### src/rtl/fir_lpf_pkg.sv
// Shared types and constants for the time-shared low-pass FIR.
// State encoding, width helpers and the default 16-tap coefficient set.
package fir_lpf_pkg;

  typedef enum logic [1:0] {
    IDLE,
    GATHER,
    MAC,
    OUT
  } state_t;

  function automatic int clog2(input int n);
    int r;
    int v;
    r = 0;
    v = n - 1;
    while (v > 0) begin
      r++;
      v = v >> 1;
    end
    return r;
  endfunction

  // Headroom of clog2(taps) bits keeps the sum of products exact.
  function automatic int acc_w(input int dw, input int cw, input int taps);
    return dw + cw + clog2(taps);
  endfunction

  // Packed with h[0] in the least-significant 16 bits.
  localparam logic [255:0] LPF_COEF = {
    16'hFFF8, 16'hFFF0, 16'h0020, 16'h0060,
    16'hFF40, 16'hFEC0, 16'h0280, 16'h0800,
    16'h0800, 16'h0280, 16'hFEC0, 16'hFF40,
    16'h0060, 16'h0020, 16'hFFF0, 16'hFFF8
  };

endpackage

### src/rtl/fir_lpf_if.sv
// Sample-in / result-out bundle of the FIR.
// master = sample source and result sink, slave = filter.
interface fir_lpf_if #(
  parameter int DW   = 8,
  parameter int IN_W = 4
);
  logic            x_valid;
  logic [IN_W-1:0] x_beat;
  logic            x_ready;
  logic            y_valid;
  logic [DW-1:0]   y;

  modport master (
    output x_valid,
    output x_beat,
    input  x_ready,
    input  y_valid,
    input  y
  );

  modport slave (
    input  x_valid,
    input  x_beat,
    output x_ready,
    output y_valid,
    output y
  );
endinterface

### src/rtl/fir_lpf_coef_ram.sv
// Coefficient register file: sync write, async read, reset to the LPF set.
// Writes are blocked while the MAC walks the taps.
module fir_lpf_coef_ram
  import fir_lpf_pkg::*;
#(
  parameter int TAPS = 16,
  parameter int CW   = 16,
  parameter int AW   = clog2(TAPS),
  parameter logic [TAPS*CW-1:0] COEF_INIT = (TAPS*CW)'(LPF_COEF)
) (
  input  logic          clk,
  input  logic          reset,
  input  logic          we,
  input  logic          blk,
  input  logic [AW-1:0] addr,
  input  logic [CW-1:0] data,
  input  logic [AW-1:0] raddr,
  output logic [CW-1:0] rdata
);

  logic [CW-1:0] h_q [TAPS];

  // Addresses beyond TAPS-1 match no entry and fall away.
  always_ff @(posedge clk) begin
    if (!reset) begin
      for (int i = 0; i < TAPS; i++)
        h_q[i] <= COEF_INIT[i*CW +: CW];
    end else if (we && !blk) begin
      for (int i = 0; i < TAPS; i++)
        if (addr == AW'(i))
          h_q[i] <= data;
    end
  end

  assign rdata = h_q[raddr];

endmodule

### src/rtl/fir_lpf_mac.sv
// Beat-serial-in, single-MAC low-pass FIR with writable taps.
// FIR_LPF_SATURATE_EN clamps the rounded result instead of wrapping.
module fir_lpf_mac
  import fir_lpf_pkg::*;
#(
  parameter int TAPS = 16,
  parameter int DW   = 8,
  parameter int IN_W = 4,
  parameter int CW   = 16,
  parameter int FRAC = 12,
  parameter logic [TAPS*CW-1:0] COEF_INIT = (TAPS*CW)'(LPF_COEF)
) (
  input  logic                   clk,
  input  logic                   reset,
  fir_lpf_if.slave               io,
  input  logic                   coef_we,
  input  logic [clog2(TAPS)-1:0] coef_addr,
  input  logic [CW-1:0]          coef_data,
  output logic                   busy
);

  localparam int BEATS = DW / IN_W;
  localparam int AW    = clog2(TAPS);
  localparam int BW    = (BEATS > 1) ? clog2(BEATS) : 1;
  localparam int ACC_W = acc_w(DW, CW, TAPS);

  state_t                   state_q;
  logic [BW-1:0]            beat_q;
  logic [DW-1:0]            asm_q;
  logic [DW-1:0]            samp;
  logic signed [DW-1:0]     xd_q [TAPS];
  logic [AW-1:0]            k_q;
  logic signed [ACC_W-1:0]  acc_q;
  logic signed [ACC_W-1:0]  acc_nx;
  logic signed [CW-1:0]     h_k;
  logic signed [DW+CW-1:0]  prod;
  logic [DW-1:0]            y_nx;
  logic                     take;
  logic                     last;

  fir_lpf_coef_ram #(
    .TAPS      (TAPS),
    .CW        (CW),
    .AW        (AW),
    .COEF_INIT (COEF_INIT)
  ) u_coef (
    .clk   (clk),
    .reset (reset),
    .we    (coef_we),
    .blk   (busy),
    .addr  (coef_addr),
    .data  (coef_data),
    .raddr (k_q),
    .rdata (h_k)
  );

  assign take = io.x_valid && io.x_ready;
  assign last = (beat_q == BW'(BEATS - 1));

  always_comb begin
    samp = asm_q;
    for (int i = 0; i < BEATS; i++)
      if (beat_q == BW'(i))
        samp[i*IN_W +: IN_W] = io.x_beat;
  end

  assign prod   = xd_q[k_q] * h_k;
  assign acc_nx = acc_q + {{AW{prod[DW+CW-1]}}, prod};

`ifdef FIR_LPF_SATURATE_EN
  localparam int RW = ACC_W - FRAC;
  localparam logic signed [RW:0] SMAX = (RW+1)'((1 << (DW-1)) - 1);
  localparam logic signed [RW:0] SMIN = (RW+1)'(-(1 << (DW-1)));

  logic signed [RW:0] r;

  // One guard bit so the rounding carry cannot hide an overflow.
  assign r = $signed({acc_nx[ACC_W-1], acc_nx[ACC_W-1:FRAC]})
           + $signed({{RW{1'b0}}, acc_nx[FRAC-1]});

  always_comb begin
    y_nx = r[DW-1:0];
    if (r > SMAX)
      y_nx = SMAX[DW-1:0];
    else if (r < SMIN)
      y_nx = SMIN[DW-1:0];
  end
`else
  assign y_nx = acc_nx[FRAC +: DW]
              + {{(DW-1){1'b0}}, acc_nx[FRAC-1]};
`endif

  always_ff @(posedge clk) begin
    if (!reset) begin
      state_q    <= IDLE;
      beat_q     <= '0;
      asm_q      <= '0;
      k_q        <= '0;
      acc_q      <= '0;
      for (int i = 0; i < TAPS; i++)
        xd_q[i] <= '0;
      io.y_valid <= 1'b0;
      io.y       <= '0;
      io.x_ready <= 1'b1;
      busy       <= 1'b0;
    end else begin
      io.y_valid <= 1'b0;
      unique case (state_q)
        IDLE, GATHER: begin
          if (take) begin
            asm_q <= samp;
            if (last) begin
              xd_q[0] <= samp;
              for (int i = 1; i < TAPS; i++)
                xd_q[i] <= xd_q[i-1];
              beat_q     <= '0;
              acc_q      <= '0;
              k_q        <= '0;
              io.x_ready <= 1'b0;
              busy       <= 1'b1;
              state_q    <= MAC;
            end else begin
              beat_q  <= beat_q + 1'b1;
              state_q <= GATHER;
            end
          end
        end
        MAC: begin
          acc_q <= acc_nx;
          k_q   <= k_q + 1'b1;
          if (k_q == AW'(TAPS - 1)) begin
            io.y       <= y_nx;
            io.y_valid <= 1'b1;
            state_q    <= OUT;
          end
        end
        OUT: begin
          io.x_ready <= 1'b1;
          busy       <= 1'b0;
          state_q    <= IDLE;
        end
        default: state_q <= IDLE;
      endcase
    end
  end

endmodule
### src/flat_wrapper.sv
// flat-port wrapper written by rule: the top's interface ports become plain ports
module fir_lpf_mac_flat import fir_lpf_pkg::*;
#(
  parameter int TAPS = 16,
  parameter int DW   = 8,
  parameter int IN_W = 4,
  parameter int CW   = 16,
  parameter int FRAC = 12,
  parameter logic [TAPS*CW-1:0] COEF_INIT = (TAPS*CW)'(LPF_COEF)
)
  (clk, reset, coef_we, coef_addr, coef_data, busy, io_x_valid, io_x_beat, io_x_ready, io_y_valid, io_y);
  fir_lpf_if #(.DW(DW), .IN_W(IN_W)) io_i ();
  input  logic clk;
  input  logic reset;
  input  logic coef_we;
  input  logic [clog2(TAPS)-1:0] coef_addr;
  input  logic [CW-1:0] coef_data;
  output logic busy;
  input wire logic [$bits(io_i.x_valid)-1:0] io_x_valid;
  input wire logic [$bits(io_i.x_beat)-1:0] io_x_beat;
  output wire logic [$bits(io_i.x_ready)-1:0] io_x_ready;
  output wire logic [$bits(io_i.y_valid)-1:0] io_y_valid;
  output wire logic [$bits(io_i.y)-1:0] io_y;
  assign io_i.x_valid = io_x_valid;
  assign io_i.x_beat = io_x_beat;
  assign io_x_ready = io_i.x_ready;
  assign io_y_valid = io_i.y_valid;
  assign io_y = io_i.y;
  fir_lpf_mac #(.TAPS(TAPS), .DW(DW), .IN_W(IN_W), .CW(CW), .FRAC(FRAC), .COEF_INIT(COEF_INIT)) u_core (.clk(clk), .reset(reset), .io(io_i), .coef_we(coef_we), .coef_addr(coef_addr), .coef_data(coef_data), .busy(busy));
endmodule
### config.mk
export PLATFORM = sky130hd
export DESIGN_NAME = fir_lpf_mac_flat
export DESIGN_NICKNAME = d
export VERILOG_FILES = /design/src/rtl/fir_lpf_pkg.sv /design/src/rtl/fir_lpf_if.sv /design/src/rtl/fir_lpf_coef_ram.sv /design/src/rtl/fir_lpf_mac.sv /design/src/flat_wrapper.sv
export SDC_FILE = /design/constraint.sdc
export NUM_CORES = 1
export LEC_CHECK = 0
export ABC_CLOCK_PERIOD_IN_PS = 9380
export BUFFER_PORTS_ARGS = -buffer_cell sky130_fd_sc_hd__buf_2
export CAP_MARGIN = 25
export CORE_MARGIN = 3
export CORE_UTILIZATION = 57
export CTS_CLUSTER_SIZE = 20
export DETAILED_ROUTE_END_ITERATION = 10
export HOLD_SLACK_MARGIN = 0.15
export PLACE_DENSITY = 0.83
export SYNTH_ARGS = -nofsm -noshare
export SYNTH_HDL_FRONTEND = slang
export SYNTH_SLANG_ARGS = --single-unit
export TNS_END_PERCENT = 1
### constraint.sdc
create_clock -name clk -period 9.38 [get_ports clk]
set_clock_uncertainty 0.15 [all_clocks]
set_input_delay 1.407 -clock clk [delete_from_list [all_inputs] [get_ports clk]]
set_output_delay 1.407 -clock clk [all_outputs]
set_load 0.01 [all_outputs]
# [Yosys cells after proc, flatten, opt, wreduce, memory -nomap -nowiden]
# Memory sizes are Yosys's and may differ from the RTL's. A register that Yosys moved wholly into a read port is not among the register bits.
# Index checks and enable logic that the tools add are counted.
# Widths: inputs -> output; s select.
[totals] register_bits=54 ramBits=384 inputBits=28 output_inout_bits=11 wordCells=210 mem_count=2
[op_classes] addsub=4 mul=1 eq_ne=22 mux=126 n_bitwise=32 reduce_logical=14
[memory_table] name="u_core.u_coef.h_q" depth=16 word_bits=16 rd=1 rd_ports_with_merged_regs=1 wr=16 line="fir_lpf_coef_ram.sv:21" source="logic [CW-1:0] h_q [TAPS];"
[memory_table] name="u_core.xd_q" depth=16 word_bits=8 rd=16 rd_ports_with_merged_regs=1 wr=16 line="fir_lpf_mac.sv:31" source="logic signed [DW-1:0] xd_q [TAPS];"
[ops] cell="$mux 16" n=16
[ops] cell="$mux 8" n=16
[ops] cell="$mux 1" n=76
[ops] cell="$mux 28" n=2
[ops] cell="$pmux 28 s2" n=1
[ops] cell="$eq 4x4->1 const B" n=9
[ops] cell="$mux 4" n=8
[ops] cell="$or 1x1->1" n=32
[ops] cell="$add 28x28->28" n=1
[ops] cell="$mul 8x16->24" n=1
[ops] cell="$eq 4x3->1 const B" n=4
[ops] cell="$add 8x1->8" n=1
[ops] cell="$eq 4x2->1 const B" n=2
[ops] cell="$pmux 4 s2" n=1
[ops] cell="$reduce_and 2->1" n=4
[ops] cell="$mux 2" n=3
[ops] cell="$ne 2x1->1 const B" n=3
[ops] cell="$pmux 2 s3" n=1
[ops] cell="$reduce_and 3->1" n=2
[ops] cell="$add 4x1->4 const B" n=1
[ops] cell="$eq 2x2->1 const B" n=2
[ops] cell="$eq 4x1->1 const B" n=1
[ops] cell="$logic_not 4->1" n=1
[ops] cell="$pmux 1 s2" n=2
[ops] cell="other kinds (7)" n=9

# [Depth between registers and ports, before layout]
# Gate-level depths: netlist of run 1.
[depth] ltp_word=6 mapped_depth=40 mapped_depth_nobuf=34

# [By module]
# Synthesis of run 1 repeated with hierarchy kept, for this count alone.
[hier_totals] cells_unflattened=1781 hier_area_um2=22988.3
[modules_own_cells] mod="fir_lpf_mac" n_inst=1 cells_each=1108 area_per_inst_um2=12226.7 seq_area_each_um2=4764.6
[modules_own_cells] mod="fir_lpf_coef_ram" n_inst=1 cells_each=673 area_per_inst_um2=10761.6 seq_area_each_um2=7687.4

# [Worst setup path after synthesis of run 1]
# OpenSTA, ideal clock, no wires.
[synth_path] kind="reg2reg" from="register (tool-made name)" to="register u_core.io.y[7]" setup_ps=132 t_arrival_ps=8517 required_ps=9098 path_slack_ps=581 stages_incl_launch_ff=36 n_path_buf=5 synth_period_minus_slack_ps=8799 path_cell_list="dfxtp_1 clkbuf_1 clkbuf_1 buf_1 clkbuf_1 clkbuf_1 mux4_2 mux4_2 and2_1 fa_1 inv_1 fa_1 inv_1 fa_1 inv_1 fa_1 inv_1 ha_1 a21oi_1 o21bai_1 a21oi_1 o21bai_1 a21oi_1 o21ai_0 nor2_1 xnor2_1 ha_1 and3_1 nand3_1 o211ai_1 a31oi_1 o21ai_0 xor3_1 xnor2_1 xor2_1 a21oi_1"
[synth_lines] element="end signal: assignment" line="fir_lpf_mac.sv:132" source="io.y <= y_nx;"
[synth_lines] element="end: declaration" line="fir_lpf_if.sv:26" source="output y"

==> flow_summary.json, run 1 <==
{
  "outcome": "complete, no violations",
  "ys_seq_area_share_pct": 54.2,
  "firstDrtPassIters": 5,
  "ys_top_cells_by_area": "edfxtp_1, mux4_2, fa_1",
  "synth-compound-area-share_pct": 3.87,
  "hold_class": "reg2reg",
  "critPathLaunchType": "register",
  "grt_usage_pct": 26.4,
  "die_h_um": 207,
  "vdd_drop_max_mv": 0.505,
  "synth_nets": 1930,
  "drcViolationCount": 0,
  "clock_power_share_pct": 20.9,
  "synthFlopType": "edfxtp_1",
  "ys_seq_elements": 430,
  "ys_async_sr_fraction_pct": 0,
  "worst_path_max_delay_cell": "mux4_1",
  "cts_tree": "yes",
  "io_pins": 39,
  "clkTransAtPathRegs_ps": 60,
  "detail-route-antenna-nets": 0,
  "grt_pass1_wl_um": 84900,
  "row_count": 72,
  "drv_cap": 0,
  "p_sw_share_pct": 40.3,
  "power.switching_w": 0.00338,
  "max_freq_mhz": 113,
  "rsz0062_at_grt": "false",
  "wl_um": 55100,
  "netlist_area_sq_mm": 0.0230,
  "yosys.area_share.xor_xnor_pct": 1.86,
  "share_comb_of_total_power_pct": 51.8,
  "pwr-share-seq_pct": 27.3,
  "post_cts_buffers": 0,
  "slew_violations": 0,
  "slowest_delay_ps": 590,
  "cts_buffers": 45,
  "synthMuxAreaShare_pct": 11.5,
  "period_share_pct": 94.0,
  "cp-end-kind": "register",
  "ys_types": 54,
  "crit_fanout": 14,
  "drive_above_1_share_pct": 16.6,
  "grt_pass1_vias": 14800,
  "intPower_w": 0.00500,
  "ys_top_cells_by_count": "edfxtp_1, nor2_1, inv_1",
  "worstMarginPinSlew_ps": 1130,
  "coreArea_sq_mm": 0.0392,
  "routed-via-count": 14600,
  "start_util_pct": 58.6,
  "maxSlewHeadroom_pct": 24.7,
  "synthSimpleGateAreaFrac_pct": 13.3,
  "syn_area_per_cell_sq_um": 13.1,
  "dpl.hpwl_um": 35200,
  "drt_first_iter_violations": 1703,
  "antenna_cells": 0,
  "fin_tns_setup_ps": 0,
  "p_per_area_mw_per_mm2": 331,
  "h-tree-depth": 2,
  "final_nets": 1968,
  "vias_per_cell": 6.20,
  "die_area_sq_mm": 0.0427,
  "synth_top_family_by_area": "simple AND/OR/NAND/NOR gates",
  "area_growth_pct": 10.3,
  "clockBufferDepth": 3,
  "synth_top_area_share_pct": 50.2,
  "synth_most_common_cell": "edfxtp_1",
  "nFillCells": 2703,
  "gp_congestion": 0.905,
  "worstPathRequired_ps": 9660,
  "port_buffers": 38,
  "numClockSinks": 430,
  "setup_viol": 0,
  "wl_per_cell_um": 23.5,
  "whs_ps": 327,
  "grt_max_degree": 70,
  "path_class": "reg2reg",
  "synth_top_area_cell": "edfxtp_1",
  "arrival_ps": 9100,
  "synth_edf_count": 384,
  "synth_adder_area_share_pct": 10.9,
  "ys_warn_count": 0,
  "p_leak_nw": 9.71,
  "finalHoldViolCount": 0,
  "grt_overflow": 0,
  "antenna_found_initial": 0,
  "clock-root-buffer": "clkbuf_16",
  "worstSkewPairLatency_ps": 600,
  "die_x_um": 207,
  "synth_cells": 1753,
  "fin_crit_ps": 8820
}
flip-flops by register name (all words and copies together), names as in the netlist, named ones only:
| name | cells |
|---|---|
| u_core.io.y | 8 |
| u_core.u_coef.h_q | 256 |
| u_core.beat_q | 1 |
| u_core.xd_q | 128 |
| u_core.io.y_valid | 1 |
| u_core.state_q | 2 |
| u_core.io.x_ready | 1 |
| u_core.asm_q | 4 |
| u_core.k_q | 4 |
| u_core.busy | 1 |
| u_core.acc_q | 20 |
final cells by class:
cell class,instances,area (sq um),area share (%)
Timing Repair Buffer,83,631,2.49
Sequential cell,430,12500,49.2
Multi-Input combinational cell,1075,9570,37.8
Clock inverter,24,250,0.988
Clock buffer,60,1180,4.67
Inverter,156,586,2.31
Tap cell,518,648,2.56
cell usage in the layout, fill, tap and decap left out, types with 45 or more instances in the layout:
cell type / instances
edfxtp_1: 384
nor2_1: 208
inv_1: 154
nand2_1: 104
mux4_2: 93
fa_1: 86
and3_1: 83
and2_1: 73
ha_1: 63
clkbuf_16: 45
power groups by stage:
stage	sequential [W]	combinational, W	clock, W
2_1_floorplan	0.00230	0.00339	0
5_1_grt	0.00230	0.00482	0.00184
4_1_cts	0.00229	0.00430	0.00176
3_3_place_gp	0.00232	0.00410	0
6_report	0.00229	0.00434	0.00175
3_5_place_dp	0.00232	0.00427	0
path summary, 6_finish.rpt:
path | cells after the start | startpoint | slack (ps) | end
worst min register to register | 2 | u_core.acc_q[7] | 330 | u_core.acc_q[7]
worst min-delay path | 2 | u_core.acc_q[7] | 330 | u_core.acc_q[7]
worst max register to register | 31 | register | 560 | u_core.io.y[7]
worst max-delay path | 31 | register | 560 | u_core.io.y[7]
stage by stage:
stage / util (%) / cells / area (sq um) / total power (W) / setup WS [ps]
after floorplan: - / 1753 / 23000 / 0.00569 / 581
after global placement: 60.6 / 2255 / 23800 / 0.00641 / 813
after detailed placement: 60.9 / 2260 / 23900 / 0.00659 / 571
after CTS: 64.5 / 2344 / 25300 / 0.00836 / 458
after global routing: 64.6 / 2346 / 25300 / 0.00897 / 57.0
final: 64.6 / 2346 / 25300 / 0.00838 / 564
critical path, delay by kind of cell (launching register included):
family                   cells  cell delay, ps
AO/OA/AOI/OAI               11            2390
XOR/XNOR                     4             970
adder cells (fa/ha/maj)      6            2750
buffers and inverters        5             740
flip-flops                   1             520
multiplexers                 1             590
AND/OR/NAND/NOR              4             560
layer usage:
layer  wire length [um]  track usage [%]
met1              20400             34.7
met2              26900             42.9
met3               5160             5.60
met4               2620             11.6
met5                  0                0
logic make-up (layout without fill, tap and decap cells):
| family | Yosys count | count (layout) |
|---|---|---|
| adder cells (fa/ha/maj) | 149 | 149 |
| multiplexers | 125 | 125 |
| XOR/XNOR | 47 | 47 |
| AO/OA/AOI/OAI | 134 | 134 |
| flip-flops | 430 | 430 |
| AND/OR/NAND/NOR | 620 | 620 |
| buffers and inverters | 248 | 323 |
what timing repair did:
action / 4_1_cts / 5_1_grt
setup endpoints to repair: 0 / 1
hold buffers: 0 / 0
gates resized for setup: 0 / 2
(Power assumes the default switching activity.)
==> run 2, diff against run 1 <==
Settings changed: CTS_CLUSTER_DIAMETER set to 30, REMOVE_ABC_BUFFERS set to 1.
==> run 2 against run 1 <==
Against the previous run: combinational power fell by 1%; power is 15% higher; sequential share of layout area decreased by 2.7 points; design area grew 5.7%; global-route usage is 1.5 points higher; largest cell class unchanged; largest power group unchanged; highest routed layer unchanged.
==> flow_summary.json, run 2 (synthesis results as in run 1) <==
{
  "die_x_um": 207,
  "outcome": "complete, no violations",
  "placed_area_sq_mm": 0.0238,
  "period_share_pct": 94.5,
  "clockBufferDepth": 3,
  "die_area_sq_mm": 0.0427,
  "grt_max_degree": 89,
  "reg.largest.list": "u_core.u_coef.h_q x256, u_core.xd_q x128, u_core.acc_q x20",
  "rsz0062_at_grt": "false",
  "final_nets": 1998,
  "crit_buf_inv": 5,
  "ctsHoldBuffers": 0,
  "pre_cts_slack_ps": 434,
  "max_freq_mhz": 113,
  "p_leak_nw": 10.4,
  "h-tree-depth": 3,
  "worst_path_max_delay_cell": "dfxtp_4",
  "drv_cap": 0,
  "arrival_ps": 9140,
  "slew_violations": 0,
  "clock-root-buffer": "clkbuf_16",
  "dpl.hpwl_um": 33400,
  "worstPathRequired_ps": 9660,
  "nFillCells": 2510,
  "p_per_area_mw_per_mm2": 361,
  "detail-route-antenna-nets": 0,
  "cts_buffers": 79,
  "cts_tree": "yes",
  "grt_pass1_vias": 15900,
  "worstSkewPairLatency_ps": 630,
  "drive_above_1_share_pct": 19.6,
  "clkTransAtPathRegs_ps": 50,
  "coreArea_sq_mm": 0.0392,
  "largest_register_ffs": 256,
  "antenna_found_initial": 2,
  "critPathLaunchType": "register",
  "finalHoldViolCount": 0,
  "area_growth_pct": 16.7,
  "worstMarginPinSlew_ps": 1100,
  "top_register": "u_core.u_coef.h_q",
  "gp_congestion": 0.932,
  "mostFrequentLayoutCells": "edfxtp_1, nor2_1, inv_1",
  "path_class": "reg2reg",
  "io_pins": 39,
  "routed-via-count": 15100,
  "wl_um": 58100,
  "firstDrtPassIters": 6,
  "grt_overflow": 0,
  "fin_crit_ps": 8860,
  "setup_ws_ps": 519,
  "vdd_drop_max_mv": 0.439,
  "drt_first_iter_violations": 1687,
  "numClockSinks": 430,
  "vias_per_cell": 6.27,
  "row_count": 72,
  "port_buffers": 38,
  "grt_pass1_wl_um": 89600,
  "hold_class": "reg2reg",
  "fin_area_sq_mm": 0.0268,
  "setup_viol": 0,
  "die_h_um": 207,
  "fin_tns_setup_ps": 0,
  "grt_usage_pct": 27.9,
  "start_util_pct": 58.6,
  "crit_fanout": 39,
  "cp-end-kind": "register",
  "layout_commonest_cell": "edfxtp_1",
  "critPathTopFamily": "adder cells",
  "drcViolationCount": 0,
  "finalPower_w": 0.00966,
  "wl_per_cell_um": 24.2,
  "final_util_pct": 68.3,
  "maxSlewHeadroom_pct": 26.6,
  "slowest_delay_ps": 750
}
==> run 2: changes by cell type in the layout (fill, tap and decap cells not counted), sizes merged <==
cell and delta:
buf -4, clkbuf +29, inv +2, clkinvlp +10, clkinv +8, diode +1, bufinv +13
==> run 2: repair_timing <==
item,4_1_cts,5_1_grt
buffers inserted,0,1
resized for setup,0,3
setup endpoints to repair,0,2
==> run 2: worst paths after layout <==
path / cells after the start / endpoint / from / slack, ps
hold reg to reg: 2 / u_core.acc_q[4] / u_core.acc_q[4] / 320
setup reg to reg: 31 / u_core.io.y[7] / register / 520
hold / removal: 2 / u_core.acc_q[4] / u_core.acc_q[4] / 320
setup / recovery: 31 / u_core.io.y[7] / register / 520
==> run 2: area by class of cell <==
class / count / area (sq um) / area share (%)
Sequential cell: 430 / 12500 / 46.5
Multi-Input combinational cell: 1075 / 9580 / 35.8
Clock buffer: 89 / 2050 / 7.67
Clock inverter: 57 / 842 / 3.14
Tap cell: 518 / 648 / 2.42
Timing Repair Buffer: 79 / 606 / 2.26
Inverter: 156 / 586 / 2.19
Antenna cell: 1 / 2.50 / 0.00935
==> run 2: layer usage <==
layer	wire (um)	vias to the layer above	GRT usage (%)
li1	-	6413	-
met1	21800	7540	35.7
met2	28400	941	45.2
met3	5400	192	6.84
met4	2510	0	13.5
met5	0	-	0
==> run 2: metrics by stage <==
stage,cells,hold WS (ps)
floorplan,1661,297
global placement,2254,304
detailed placement,2254,317
CTS,2400,325
global route,2404,346
finish,2405,324
==> run 2: worst min-delay path, cell delays in order (launching register included) <==
cell     delay, ps
dfxtp_1        310
nand3_1         60
a21oi_1         50
==> run 2: power breakdown <==
part	switching (W)	leakage, nW	internal [W]
sequential	0.0000678	4.11	0.00223
clock	0.00105	1.38	0.00204
combinational	0.00250	4.89	0.00179
total	0.00361	10.4	0.00605
==> run 3, diff against run 2 <==
Settings changed: BUFFER_PORTS_ARGS -buffer_cell sky130_fd_sc_hd__buf_2 to -buffer_cell sky130_fd_sc_hd__clkbuf_2, PLACE_DENSITY 0.83 to 0.75, REMOVE_ABC_BUFFERS 1 to unset.
==> run 3 against run 2 <==
Against the previous run: hold slack worse by 4.5 ps; via count is 1.2% lower; fmax is 1.3% higher; largest power group unchanged; worst setup slack better by 110 ps; cell count is 1.3% higher; clock power is 2% higher; register-to-register slack better by 110 ps; design area is 0.78% higher; combinational power hardly changed; non-clock buffer count is 14 higher; utilization is 0.53 points higher.
==> flow_summary.json, run 3 (synthesis results as in run 1) <==
{
  "antenna_cells": 0,
  "final_nets": 2021,
  "area_growth_pct": 17.6,
  "top_usage_layer": "met2",
  "p_sw_share_pct": 37.4,
  "slowest_delay_ps": 560,
  "min_to": "u_core.acc_q[0]",
  "vdd_drop_max_mv": 0.413,
  "drv_cap": 0,
  "numClockSinks": 430,
  "min-delay-start": "u_core.acc_q[0]",
  "coreArea_sq_mm": 0.0392,
  "die_area_sq_mm": 0.0427,
  "path_depth": 32,
  "cts_buffers": 88,
  "seq_area_sq_mm": 0.0125,
  "h-tree-depth": 3,
  "firstDrtPassIters": 5,
  "worstSkewPairLatency_ps": 630,
  "grt_use_met3_pct": 6.29,
  "grt_overflow": 0,
  "share_comb_of_total_power_pct": 44.1,
  "wl_per_cell_um": 23.2,
  "critPathTopFamily": "adder cells",
  "gp_congestion": 0.899,
  "hold_class": "reg2reg",
  "max_freq_mhz": 114,
  "path_class": "reg2reg",
  "setup_viol": 0,
  "place_inst": 2261,
  "use_met2_pct": 43.4,
  "port_buffers": 38,
  "top_register": "u_core.u_coef.h_q",
  "grt_max_degree": 91,
  "period_share_pct": 93.3,
  "fin_tns_setup_ps": 0,
  "rr_endpoint": "u_core.io.y[7]",
  "die_x_um": 207,
  "drcViolationCount": 0,
  "worstMarginPinSlew_ps": 1070,
  "nFillCells": 2565,
  "placed_area_sq_mm": 0.0238,
  "ctsHoldBuffers": 0,
  "p_leak_nw": 10.5,
  "grt_pass1_vias": 15200,
  "layout_commonest_cell": "edfxtp_1",
  "mostFrequentLayoutCells": "edfxtp_1, nor2_1, inv_1",
  "io_pins": 39,
  "rsz0062_at_grt": "false",
  "vias_per_cell": 6.12,
  "finalPower_w": 0.00969,
  "clkTransAtPathRegs_ps": 50,
  "critPathLaunchType": "register",
  "row_count": 72,
  "multi_input_area_sq_mm": 0.00957,
  "arrival_ps": 9030,
  "maxSlewHeadroom_pct": 28.7,
  "cts_tree": "yes",
  "crit_buf_inv": 5,
  "use_met1_pct": 36.1,
  "drive_above_1_share_pct": 20.6,
  "p_per_area_mw_per_mm2": 359,
  "largest_register_ffs": 256,
  "power.switching_w": 0.00363,
  "fin_crit_ps": 8750,
  "instances_no_fill": 2437,
  "grt_pass1_wl_um": 86700,
  "holdPathStages": 2,
  "whs_ps": 319,
  "slew_violations": 0,
  "fin_area_sq_mm": 0.0270,
  "pwr-share-seq_pct": 23.7,
  "grt_usage_pct": 27.0,
  "finalHoldViolCount": 0,
  "antenna_found_initial": 0,
  "drt_first_iter_violations": 1682,
  "reg.largest.list": "u_core.u_coef.h_q x256, u_core.xd_q x128, u_core.acc_q x20",
  "crit_fanout": 8,
  "worst_path_max_delay_cell": "mux4_1",
  "wl_um": 56500,
  "outcome": "complete, no violations",
  "intPower_w": 0.00606,
  "worst-r2r-cell-count": 32,
  "clock-root-buffer": "clkbuf_16",
  "worstPathRequired_ps": 9670,
  "routed-via-count": 14900,
  "dpl.hpwl_um": 34900,
  "detail-route-antenna-nets": 0,
  "rrSetupSlack_ps": 630,
  "clockBufferDepth": 3,
  "clock_power_share_pct": 32.3,
  "die_h_um": 207,
  "cp-end-kind": "register",
  "start_util_pct": 58.6
}
run 3: worst reg2reg max path: cells and delay by family (launching register included):
family	cells	cell delay (ps)
mux	1	560
buf+inv	5	570
fa+ha+maj	6	2720
flops	1	420
xor+xnor	4	980
compound gates	12	2550
simple gates	4	590
run 3: what timing repair did:
action | CTS | global route
buffers inserted | 0 | 9
gates resized for setup | 0 | 2
endpoints found under the setup margin | 0 | 2
run 3: power by group through the flow:
| stage | sequential (W) | combinational (W) | clock (W) |
|---|---|---|---|
| 3_5_place_dp | 0.00232 | 0.00420 | 0 |
| 6_report | 0.00229 | 0.00427 | 0.00313 |
| 5_1_grt | 0.00230 | 0.00478 | 0.00325 |
| 3_3_place_gp | 0.00232 | 0.00411 | 0 |
| 4_1_cts | 0.00229 | 0.00427 | 0.00315 |
| 2_1_floorplan | 0.00230 | 0.00339 | 0 |
run 3: how the worst max path moves through the flow:
stage                         from              to  slack, ps
after floorplan           register  u_core.io.y[7]        580
after global routing      register  u_core.io.y[7]         90
after detailed placement  register  u_core.io.y[7]        610
final                     register  u_core.io.y[7]        630
after CTS                 register  u_core.io.y[7]        450
after global placement    register  u_core.io.y[7]        790
run 3: through the flow:
step           util (%)  worst slack (ps)
2_1_floorplan         -               581
3_3_place_gp       60.7               791
3_5_place_dp       60.8               613
4_1_cts            68.6               447
5_1_grt            68.9              86.8
6_report           68.9               633
run 3: routing by layer:
metal / routed length (um) / share of wire [%]
met4: 2070 / 3.7
met2: 27400 / 49
met3: 5170 / 9.2
met5: 0 / 0
met1: 21800 / 39
run 3: area by class of cell:
type	instances	area share, %
Sequential cell	430	46.2
Multi-Input combinational cell	1075	35.4
Clock buffer	103	8.52
Clock inverter	62	2.73
Timing Repair Buffer	93	2.56
Tap cell	518	2.40
Inverter	156	2.17
